[config.mk]
export PLATFORM = sky130hd
export DESIGN_NAME = stream_frame_aligner
export DESIGN_NICKNAME = d
export VERILOG_FILES = /design/src/rtl/stream_frame_aligner.sv
export SDC_FILE = /design/constraint.sdc
export NUM_CORES = 1
export LEC_CHECK = 0
export ABC_AREA = 1
export CAP_MARGIN = 20
export CORE_MARGIN = 2
export CORE_UTILIZATION = 40
export CTS_CLUSTER_DIAMETER = 60
export CTS_CLUSTER_SIZE = 12
export DETAILED_ROUTE_END_ITERATION = 7
export GPL_TIMING_DRIVEN = 0
export PLACE_DENSITY = 0.64
export SYNTH_ARGS = -nofsm -noshare
export SYNTH_HDL_FRONTEND = slang
export SYNTH_SLANG_ARGS = --single-unit
[constraint.sdc]
create_clock -name wb_clk_i -period 3.1 [get_ports wb_clk_i]
set_clock_uncertainty 0.1 [all_clocks]
set_input_delay 0.93 -clock wb_clk_i [delete_from_list [all_inputs] [get_ports wb_clk_i]]
set_output_delay 0.93 -clock wb_clk_i [all_outputs]
set_load 0.03 [all_outputs]
[src/rtl/stream_frame_aligner.sv]
// Frame aligner: buffers an 8-bit sample stream and re-emits it as fixed
// FRAME_LEN-beat frames, zero-padding short frames and truncating long ones.
`timescale 1ns/1ps
module stream_frame_aligner #(
    parameter int DATA_W     = 8,
    parameter int FRAME_LEN  = 256,
    parameter int FIFO_DEPTH = 16
) (
    input  logic              wb_clk_i,
    input  logic              wb_rst_i,
    input  logic              s_valid,
    input  logic [DATA_W-1:0] s_data,
    input  logic              s_last,
    output logic              s_ready,
    output logic              m_valid,
    output logic [DATA_W-1:0] m_data,
    output logic              m_last,
    input  logic              m_ready,
    output logic [15:0]       short_cnt,
    output logic [15:0]       long_cnt
);

    localparam int PTR_W = $clog2(FIFO_DEPTH);
    localparam int CNT_W = $clog2(FRAME_LEN);
    localparam logic [CNT_W-1:0] LAST_BEAT = CNT_W'(FRAME_LEN - 1);

    localparam logic [1:0] ST_PASS = 2'd0;
    localparam logic [1:0] ST_PAD  = 2'd1;
    localparam logic [1:0] ST_DROP = 2'd2;

    // Small buffer: kept as an asynchronously read array so the head entry
    // is visible in the cycle right after it is written.
    logic [DATA_W:0] mem [FIFO_DEPTH];
    logic [PTR_W:0]  wr_ptr_reg, rd_ptr_reg;
    logic            full, empty, push, pop;
    logic [DATA_W:0] head;
    logic            head_last;
    logic [DATA_W-1:0] head_data;

    logic [1:0]       state_reg, state_next;
    logic [CNT_W-1:0] cnt_reg, cnt_next;
    logic [15:0]      short_cnt_reg, short_cnt_next;
    logic [15:0]      long_cnt_reg, long_cnt_next;
    logic             short_inc, long_inc;
    logic             out_valid, out_last;
    logic [DATA_W-1:0] out_data;

    assign empty = (wr_ptr_reg == rd_ptr_reg);
    assign full  = (wr_ptr_reg[PTR_W] != rd_ptr_reg[PTR_W]) &&
                   (wr_ptr_reg[PTR_W-1:0] == rd_ptr_reg[PTR_W-1:0]);

    assign s_ready   = !full && !wb_rst_i;
    assign push      = s_valid && s_ready;
    assign head      = mem[rd_ptr_reg[PTR_W-1:0]];
    assign head_last = head[DATA_W];
    assign head_data = head[DATA_W-1:0];

    always_ff @(posedge wb_clk_i) begin
        if (push) begin
            mem[wr_ptr_reg[PTR_W-1:0]] <= {s_last, s_data};
        end
    end

    always_comb begin
        state_next = state_reg;
        cnt_next   = cnt_reg;
        pop        = 1'b0;
        short_inc  = 1'b0;
        long_inc   = 1'b0;
        out_valid  = 1'b0;
        out_data   = '0;
        out_last   = 1'b0;
        case (state_reg)
            ST_PASS: begin
                out_valid = !empty;
                out_data  = head_data;
                out_last  = (cnt_reg == LAST_BEAT);
                if (!empty && m_ready) begin
                    pop = 1'b1;
                    if (cnt_reg == LAST_BEAT) begin
                        cnt_next = '0;
                        if (!head_last) begin
                            state_next = ST_DROP;
                            long_inc   = 1'b1;
                        end
                    end else begin
                        cnt_next = cnt_reg + 1'b1;
                        if (head_last) begin
                            state_next = ST_PAD;
                            short_inc  = 1'b1;
                        end
                    end
                end
            end
            ST_PAD: begin
                out_valid = 1'b1;
                out_last  = (cnt_reg == LAST_BEAT);
                if (m_ready) begin
                    if (cnt_reg == LAST_BEAT) begin
                        cnt_next   = '0;
                        state_next = ST_PASS;
                    end else begin
                        cnt_next = cnt_reg + 1'b1;
                    end
                end
            end
            ST_DROP: begin
                // Discard the tail of a truncated frame up to its end marker.
                pop = !empty;
                if (!empty && head_last) begin
                    state_next = ST_PASS;
                end
            end
            default: begin
                state_next = ST_PASS;
                cnt_next   = '0;
            end
        endcase
    end

    assign short_cnt_next = (short_inc && short_cnt_reg != 16'hFFFF) ?
                            short_cnt_reg + 16'd1 : short_cnt_reg;
    assign long_cnt_next  = (long_inc && long_cnt_reg != 16'hFFFF) ?
                            long_cnt_reg + 16'd1 : long_cnt_reg;

    always_ff @(posedge wb_clk_i) begin
        if (wb_rst_i) begin
            wr_ptr_reg    <= '0;
            rd_ptr_reg    <= '0;
            state_reg     <= ST_PASS;
            cnt_reg       <= '0;
            short_cnt_reg <= '0;
            long_cnt_reg  <= '0;
        end else begin
            if (push) begin
                wr_ptr_reg <= wr_ptr_reg + 1'b1;
            end
            if (pop) begin
                rd_ptr_reg <= rd_ptr_reg + 1'b1;
            end
            state_reg     <= state_next;
            cnt_reg       <= cnt_next;
            short_cnt_reg <= short_cnt_next;
            long_cnt_reg  <= long_cnt_next;
        end
    end

    // Outputs are forced idle while reset is held, even before the flush edge.
    assign m_valid   = out_valid && !wb_rst_i;
    assign m_data    = wb_rst_i ? '0 : out_data;
    assign m_last    = out_last && !wb_rst_i;
    assign short_cnt = short_cnt_reg;
    assign long_cnt  = long_cnt_reg;

endmodule

==> impl_metrics.toml <==
[synth]
synth_top_area_cell = "edfxtp_1"
synth-seq-area-share_pct = 62.61
synthXorXnorAreaFrac_pct = 0.7049
syn_area_per_cell_um2 = 9.997
synth_area_leaders = "edfxtp_1 (50%), dfxtp_1 (13%), nor2_1 (6.0%), nand2_1 (5.3%), o21ai_0 (4.9%)"
synth_cells = 870
synth_seq_cells = 200
synth_top_cell_area_share_pct = 49.72
syn_nets = 891
ys_types = 40
synth_warnings = 0
synthSimpleGateAreaFrac_pct = 18.39
synth_adder_area_share_pct = 1.151
synth.area.mux_share_pct = 0
synth_area_mm2 = 0.008697
synth_compound_area_share_pct = 11.62
synth_top_family_by_area = "simple AND/OR/NAND/NOR gates"

[global_routing]
grt_pass1_vias = 6287
antenna_found_initial = 0
grt_max_degree = 23
grt_first_pass_wirelength_mm = 34.40
track_usage_pct = 20.11
gr-total-overflow = 0

[clock_network]
insertion_delay_ps = 430
cts_tree = "built"
clockBufferDepth = 2
numCtsBuffers = 17
cts_hold_buf = 0
htree_levels = 4
cts_sinks = 200
cts_root_buffer = "clkbuf_16"
path_clk_slew_ps = 80

[critical_path]
ff2ff_path_depth = 10
endpoint_kind = "primary output"
worstPathArrival_ps = 2130
crit_fanout = 6
cpPeakStageDelay_ps = 330
critPathLaunchType = "flop"
crit_chain = "buf_8, clkinvlp_4, clkbuf_8, o21ai_1, o221ai_2, nand3_1, a21oi_2, buf_6"
cp_top_family = "buffers and inverters"
r2r-end = "mem[14][8]$_DFFE_PP_"
r2r_setup_slack_ps = 420
timing.rr.start = "wr_ptr_reg[0]$_SDFFE_PP0P_"
crit_buf_inv = 4
cp.required_ps = 2070
cpMaxStageDelayCell = "dfxtp_2"
crit_type = "flop to primary output"

[floorplan]
die-area_mm2 = 0.02294
boundaryPins = 56
fp.dieH_um = 151.5
start_util_pct = 41.11
coreArea_mm2 = 0.02115
die_w_um = 151.5
rows = 53

[cells_and_area]
fin_nets = 982
diodes = 0
syn2layout_area_growth_pct = 23.85
layout-drive-gt1-share_pct = 15.71
design_area_mm2 = 0.01077
fin_util_pct = 50.92
largest_reg_flops = 144
layout.cells.non_filler = 1249

[route]
via_per_inst = 5.351
wl_per_cell_um = 17.89
first_iter_violations = 577
ant_nets = 0
num_vias = 6683
wirelength_mm = 22.35
first_pass_iters = 5
drc_errors = 0

[sta]
rsz0062_at_grt = "yes"
worst_hold_slack_ps = 354.6
maxSlewViolCount = 0
setup_viol = 6
max_freq_ghz = 0.3160
final_min_period_over_clock_period_pct = 102.1
finalHoldViolCount = 0
setup_tns_ps = -159.6
fin_crit_ps = 3164
slew_headroom_pct = 25.94
worst_slack_ps = -64.39
tightest_slew_ps = 1107

[place]
portBuffers = 54
pre_cts_slack_ps = -914.1
gp_congestion = 0.8281
dpl-instance-area_mm2 = 0.009593
place_inst = 1200
hpwl_mm = 14.26

[run_status]
outcome = "complete, but fails checks"
violations = "negative setup slack"

[worst_hold_path]
min_to = "cnt_reg[7]$_SDFFE_PP0P_"
hold_depth = 1
min_from = "cnt_reg[7]$_SDFFE_PP0P_"
hp-class = "flop to flop"

[pwr]
power_mw = 6.372
ir_drop_mv = 0.4095
p_per_area_mw_per_mm2 = 591.5
p_leak_nw = 3.789

[job]
drv_cap = 0
[worst max path at each step]
stage           endpoint  slack, ps  depth (start not counted)
2_1_floorplan  m_data[0]         50                          4
3_3_place_gp   m_data[1]       -900                          5
3_5_place_dp   m_data[2]       -910                          5
4_1_cts        m_data[0]        -20                          8
5_1_grt        m_data[1]       -110                          8
6_report       m_data[1]        -60                          8
[synth_stat cells, drive strengths merged]
master / number
o21bai: 1
dfxtp: 56
nand2: 127
and2: 2
nand4: 9
nor3b: 3
xor2: 5
nand3: 48
a21oi: 41
ha: 8
clkbuf: 19
o31ai: 1
o21ai: 88
edfxtp: 144
o211ai: 8
buf: 14
o22ai: 9
nor2: 143
o221ai: 24
o21a: 1
xnor2: 2
inv: 83
clkinv: 2
nor3: 28
nand3b: 2
a31oi: 2
[metal layers]
metal  wire length, um  track usage (%)  vias to the layer above  part of all wire (%)
met5                 0                0                        -                     0
met1              9380            26.27                     3137                    42
li1                  -                -                     3213                     -
met3              1800            4.641                       47                   8.1
met2             10490            31.88                      286                    47
met4               675            9.346                        0                   3.0
[layout make-up]
cell class              count  area, um2
plain buffers              32      345.3
clock buffers              17      425.4
clock inverters            15      211.5
fillers                  1863      10380
inverters                  85      334.1
multi-input cells         552       2952
flip-flops and latches    200       5450
well taps                 275      344.1
repair buffers             73      709.4
[placed cells by master, fill, tap and decap left out, types with 4 or more instances in the layout]
cell | netlist | routed
clkinv_8 | 0 | 5
nand4_1 | 9 | 9
clkbuf_8 | 0 | 6
nand3_1 | 42 | 41
dfxtp_1 | 56 | 52
nor3_1 | 25 | 25
xor2_1 | 5 | 5
o21ai_1 | 3 | 15
o221ai_1 | 24 | 8
a21oi_1 | 40 | 35
o22ai_1 | 9 | 7
o211ai_1 | 8 | 8
o21ai_0 | 85 | 64
inv_1 | 80 | 78
o21ai_2 | 0 | 9
clkbuf_16 | 0 | 19
edfxtp_1 | 144 | 144
ha_1 | 8 | 8
a21oi_2 | 1 | 6
dfxtp_2 | 0 | 4
buf_6 | 3 | 22
o221ai_2 | 0 | 16
nand3_2 | 5 | 5
inv_8 | 0 | 7
nor2_1 | 139 | 138
nand2_1 | 123 | 123
clkdlybuf4s50_1 | 0 | 43
buf_4 | 1 | 17
[power by group]
part	total, mW	switching, mW	internal (mW)
Sequential	2.92	0.0245	2.89
Clock	2.32	1.13	1.19
Combinational	1.13	0.706	0.427
[cell families after synthesis]
family	after synthesis
flip-flops	200
buffers and inverters	118
AND/OR/NAND/NOR	362
adder cells (fa/ha/maj)	8
AO/OA/AOI/OAI	175
XOR/XNOR	7
[repair_timing]
action                     in CTS  in global routing
cloned                          1                  1
pin swaps                      12                 41
setup buffers                  10                  5
resized for setup             138                 61
setup endpoints to repair      11                 11
Note: power is estimated with default switching activity, not from simulation.
==> edit 1, RTL diff (same settings) <==
Register the output `long_cnt` once more, cleared by the reset; this adds one clock of latency there. The other outputs are not delayed to match.
--- a/src/rtl/stream_frame_aligner.sv
+++ b/src/rtl/stream_frame_aligner.sv
@@ -152,3 +152,9 @@
     assign short_cnt = short_cnt_reg;
-    assign long_cnt  = long_cnt_reg;
+    always_ff @(posedge wb_clk_i) begin
+        if (wb_rst_i) begin
+            long_cnt <= '0;
+        end else begin
+            long_cnt <= long_cnt_reg;
+        end
+    end
 
Check against the original RTL: same outputs for any inputs over 4 cycles, from zero or initial values and one cycle with wb_rst_i high; that may be too few to reach the edited logic, so the function may still have changed.
==> edit 1 against the unedited design <==
- first-iteration DRC count is 12% higher
- synthesized area rose by 6.2%
- final cell count rose by 3.9%
- synthesized cell count increased by 4.7%
- highest routed layer unchanged
- count of clock-buffer cells in the layout grew 17
- sequential cell count rose by 16
- cell area grew 5.1%
- routed wire length grew 5.8%
- worst setup slack got worse by 4.4 ps
- the run still ends with negative setup slack left
- utilization down 0.93 points
Power is not compared: it rests on default switching activity, and its combinational part moved more than twofold at a synthesized area within 25%.
==> edit 1: results (changes against the unedited design) <==
CP max FO 6 (unchanged); reg2reg start wr_ptr_reg[1]; maximum vdd drop approximately 0.00042 V; dpl hpwl 15.0 mm (+5.2%); vias in the first global route 6749 (+7.3%); post-synthesis cell count 911 (+4.7%); Post-DP Area 10100 um2 (+5.6%); Root Buffer Master clkbuf_16; largest net degree at the start of global routing 19 (-17%); IO buf count 54 (unchanged); HP Start long_cnt_reg[8]; status finished with violations; drt initial violations 644 (+12%); top post-synthesis cells by area edfxtp_1 47%, dfxtp_1 16%, nor2_1 6.4%; drt pass-1 iters 5 (unchanged); Inserted Diodes 0 (unchanged); placed cells 1250 (+4.2%); FFs w/ async S/R, synth 0% (unchanged); Post-Place Setup Slack -786 ps (+128 ps); number of CTS-inserted buffers 21 (+4); clk buf depth 3 (+1); number of synthesized flops with an enable pin 144 (unchanged); final setup vio count 5 (-1); Mapped Nets 932 (+4.6%); yosys warns 0 (unchanged); DR vias/cell 5.30 (-0.91%); clk_lat worst skew 500 ps (+70 ps); final WL 23.7 mm (+5.8%); Final #Nets 1022 (+4.1%); GRT Util Overall 19.4% (-0.75 points); fraction of synthesized area in multiplexers 0% (unchanged); Synth cell types 43 (+7.5%); net load switching power between 2 and 3 mW; max reg flops 144 (unchanged); layout cells sized above 1 14.9% (-0.80 points); CP Launch Type register; critical path arrival about 2100 ps; GPL Wtd Cong 0.808 (-2.4%); Worst-Margin Slew 1150 ps (+39.5 ps); Final WS setup -68.7 ps (-4.35 ps); clock-pin slew on the worst setup and hold paths 60 ps (-20 ps); failing checks negative setup slack; Lkg Pwr about 4.0 nW; clock share of power between 20% and 30%; Synth top cells by count 158 x nor2_1, 144 x edfxtp_1, 130 x nand2_1; Setup TNS -195 ps (-35.3 ps); first-pass GRT wire length 36.5 mm (+6.1%); post-synthesis compound-gate area fraction 11.5% (-0.12 points); HP Class register to register; htree depth 1 (-3); XOR/XNOR Fraction of Synth Area 0.854% (+0.15 points); antenna violations before repair 0 (unchanged); Avg WL per Cell 18.2 um (+1.8%); Synth Area in Adders 1.08% (-0.067 points); sequential area share after synthesis 62.4% (-0.17 points)
edit 1: path summary, 6_finish.rpt:
check	end	slack (ps)	depth (start not counted)
setup / recovery	m_data[2]	-70	8
hold / removal	long_cnt[8]	370	2
setup reg to reg	mem[7][8]	560	9
hold reg to reg	long_cnt[8]	370	2
edit 1: kinds of logic (layout without fill, tap and decap cells):
group	Yosys count	after routing
xor+xnor	9	9
simple gates	385	385
fa+ha+maj	8	8
flops	216	216
compound gates	177	177
buf+inv	116	218
edit 1: cell type report:
type                       instances  area (um2)
buffer                            33         434
fill                            2018       11300
tap                              285         357
inverter                          80         328
clock buffer                      34         574
sequential                       216        5770
clock inverter                     1        8.76
timing repair buffer              70         747
multi-input combinational        579        3100
edit 1: timing repair:
action / 4_1_cts / 5_1_grt
gates cloned: 3 / 3
pin swaps: 19 / 24
hold buffers: 0 / 0
endpoints found under the setup margin: 11 / 11
setup buffers: 6 / 3
resized for setup: 151 / 35
edit 1: metal layers:
metal | routed length [um] | global-route usage, % | up-vias
met5 | 0 | 0 | -
met4 | 630 | 5.99 | 0
met3 | 1840 | 4.00 | 46
met2 | 11100 | 32.1 | 275
met1 | 10100 | 25.6 | 3234
li1 | - | - | 3327
edit 1: power groups by stage:
stage,logic [mW],clock network (mW),registers [mW]
CTS,2.18,2.35,3.18
detailed placement,1.74,0,3.23
global route,2.53,2.48,3.18
finish,2.37,2.31,3.18
floorplan,1.13,0,3.23
global placement,1.73,0,3.23
edit 1: critical path: stages, from the launching register on:
cell	delay, ps
dfxtp_2	350
buf_12	160
buf_12	150
clkbuf_16	150
o21ai_2	50
o221ai_1	170
o211ai_1	190
a21oi_2	260
buf_6	170
==> edit 2, RTL diff (same settings) <==
Made on the original files. Set the parameter `DATA_W` to 12 (it was 8).
--- a/src/rtl/stream_frame_aligner.sv
+++ b/src/rtl/stream_frame_aligner.sv
@@ -4,3 +4,3 @@
 module stream_frame_aligner #(
-    parameter int DATA_W     = 8,
+    parameter int DATA_W     = 12,
     parameter int FRAME_LEN  = 256,
Interface: changed (resized m_data and s_data); port bits go from 56 to 64. No check against the original RTL was run, so the function may have changed too.
==> edit 2 against the unedited design <==
- the flow still finishes with violations (negative setup slack)
- worst setup slack worse by 78 ps
- cell area up 33%
- power is 34% higher
- synthesized area rose by 28%
- sequential cell count rose by 64
- utilization increased by 1.0 points
- synthesized cell count increased by 20%
- routed wire length increased by 44%
- critical path type unchanged
- largest cell class unchanged
==> edit 2: results (changes against the unedited design) <==
clk_lat worst skew 550 ps (+120 ps); sequential area share after synthesis 65.9% (+3.3 points); final setup vio count 12 (+6); Synth cell types 42 (+5.0%); Setup TNS -835 ps (-675 ps); first-pass GRT wire length 48.0 mm (+39%); max reg flops 208 (+44%); Max-slew headroom 31.5% (+5.6 points); drt initial violations 911 (+58%); failing checks negative setup slack; Top delay family on crit path compound AO/OA/AOI/OAI gates; htree depth 1 (-3); metal1 wirelength 13.3 mm (+41%); Mapped Nets 1070 (+20%); syn_area_per_cell 10.7 um2 (+7.0%); dpl hpwl 19.6 mm (+37%); Met2 Wirelength 15.1 mm (+43%); layout cells sized above 1 21.3% (+5.6 points); top post-synthesis cells by area edfxtp_1 56%, dfxtp_1 10%, nor2_1 5.9%; largest net degree at the start of global routing 17 (-26%); Final #Nets 1195 (+22%); Final WS setup -143 ps (-78.2 ps); maximum vdd drop 0.000359 V (-12%); DR vias/cell 5.51 (+2.9%); CP max FO 10 (+4); placed cells 1493 (+24%); final WL 32.1 mm (+44%); slowest CP cell dfxtp_4; critical path arrival 2210 ps (+80 ps); Met3 Routed Length 2.69 mm (+49%); number of CTS-inserted buffers 26 (+9); Post-Place Setup Slack -1260 ps (-348 ps); clk buf depth 3 (+1); GPL Wtd Cong 0.856 (+3.4%); GRT Util Overall 21.7% (+1.6 points); IO buf count 62 (+15%); vias in the first global route 8346 (+33%); R2R depth 9 (-1); status finished with violations; Lkg Pwr 4.88 nW (+29%); number of synthesized flops with an enable pin 208 (+44%); slowest stage delay, CP 420 ps (+90 ps); clock-pin slew on the worst setup and hold paths 60 ps (-20 ps)
## edit 2: final timing paths
path	startpoint	end	slack, ps
setup / recovery	register	m_data[0]	-140
hold / removal	cnt_reg[7]	cnt_reg[7]	360
setup reg to reg	wr_ptr_reg[3]	mem[13][3]	300
hold reg to reg	cnt_reg[7]	cnt_reg[7]	360
## edit 2: repair_timing
item | CTS | global route
setup buffers | 16 | 2
endpoints found under the setup margin | 15 | 15
pin swaps | 43 | 46
hold endpoints to repair | 0 | 0
hold buffers | 0 | 0
gates resized for setup | 277 | 75
cloned | 8 | 4
## edit 2: cells by family (layout without fill, tap and decap cells)
group | count (synthesis) | count (layout) | share of synthesized area [%]
AND/OR/NAND/NOR | 411 | 411 | 15.9
buffers and inverters | 122 | 258 | 4.38
flip-flops | 264 | 264 | 65.9
adder cells (fa/ha/maj) | 8 | 8 | 0.896
AO/OA/AOI/OAI | 227 | 227 | 11.9
XOR/XNOR | 13 | 13 | 1.02
## edit 2: routing by layer
metal	up-vias	global-route usage, %
li1	3958	-
met1	4180	28.8
met2	381	35.7
met3	67	3.91
met4	0	8.07
met5	-	0
## edit 2: layout make-up
cell class,count,area [um2]
fillers,2415,13300
well taps,378,473
flip-flops and latches,264,7380
multi-input cells,659,3760
inverters,75,299
clock inverters,4,32.5
plain buffers,45,601
clock buffers,35,684
repair buffers,99,1120
## edit 2: power by group
group	switching (mW)	internal (mW)	leakage (nW)	total, mW
registers	0.0408	3.86	2.33	3.90
logic	1.03	0.745	2.21	1.77
clock network	1.30	1.53	0.345	2.83
total	2.37	6.13	4.88	8.51
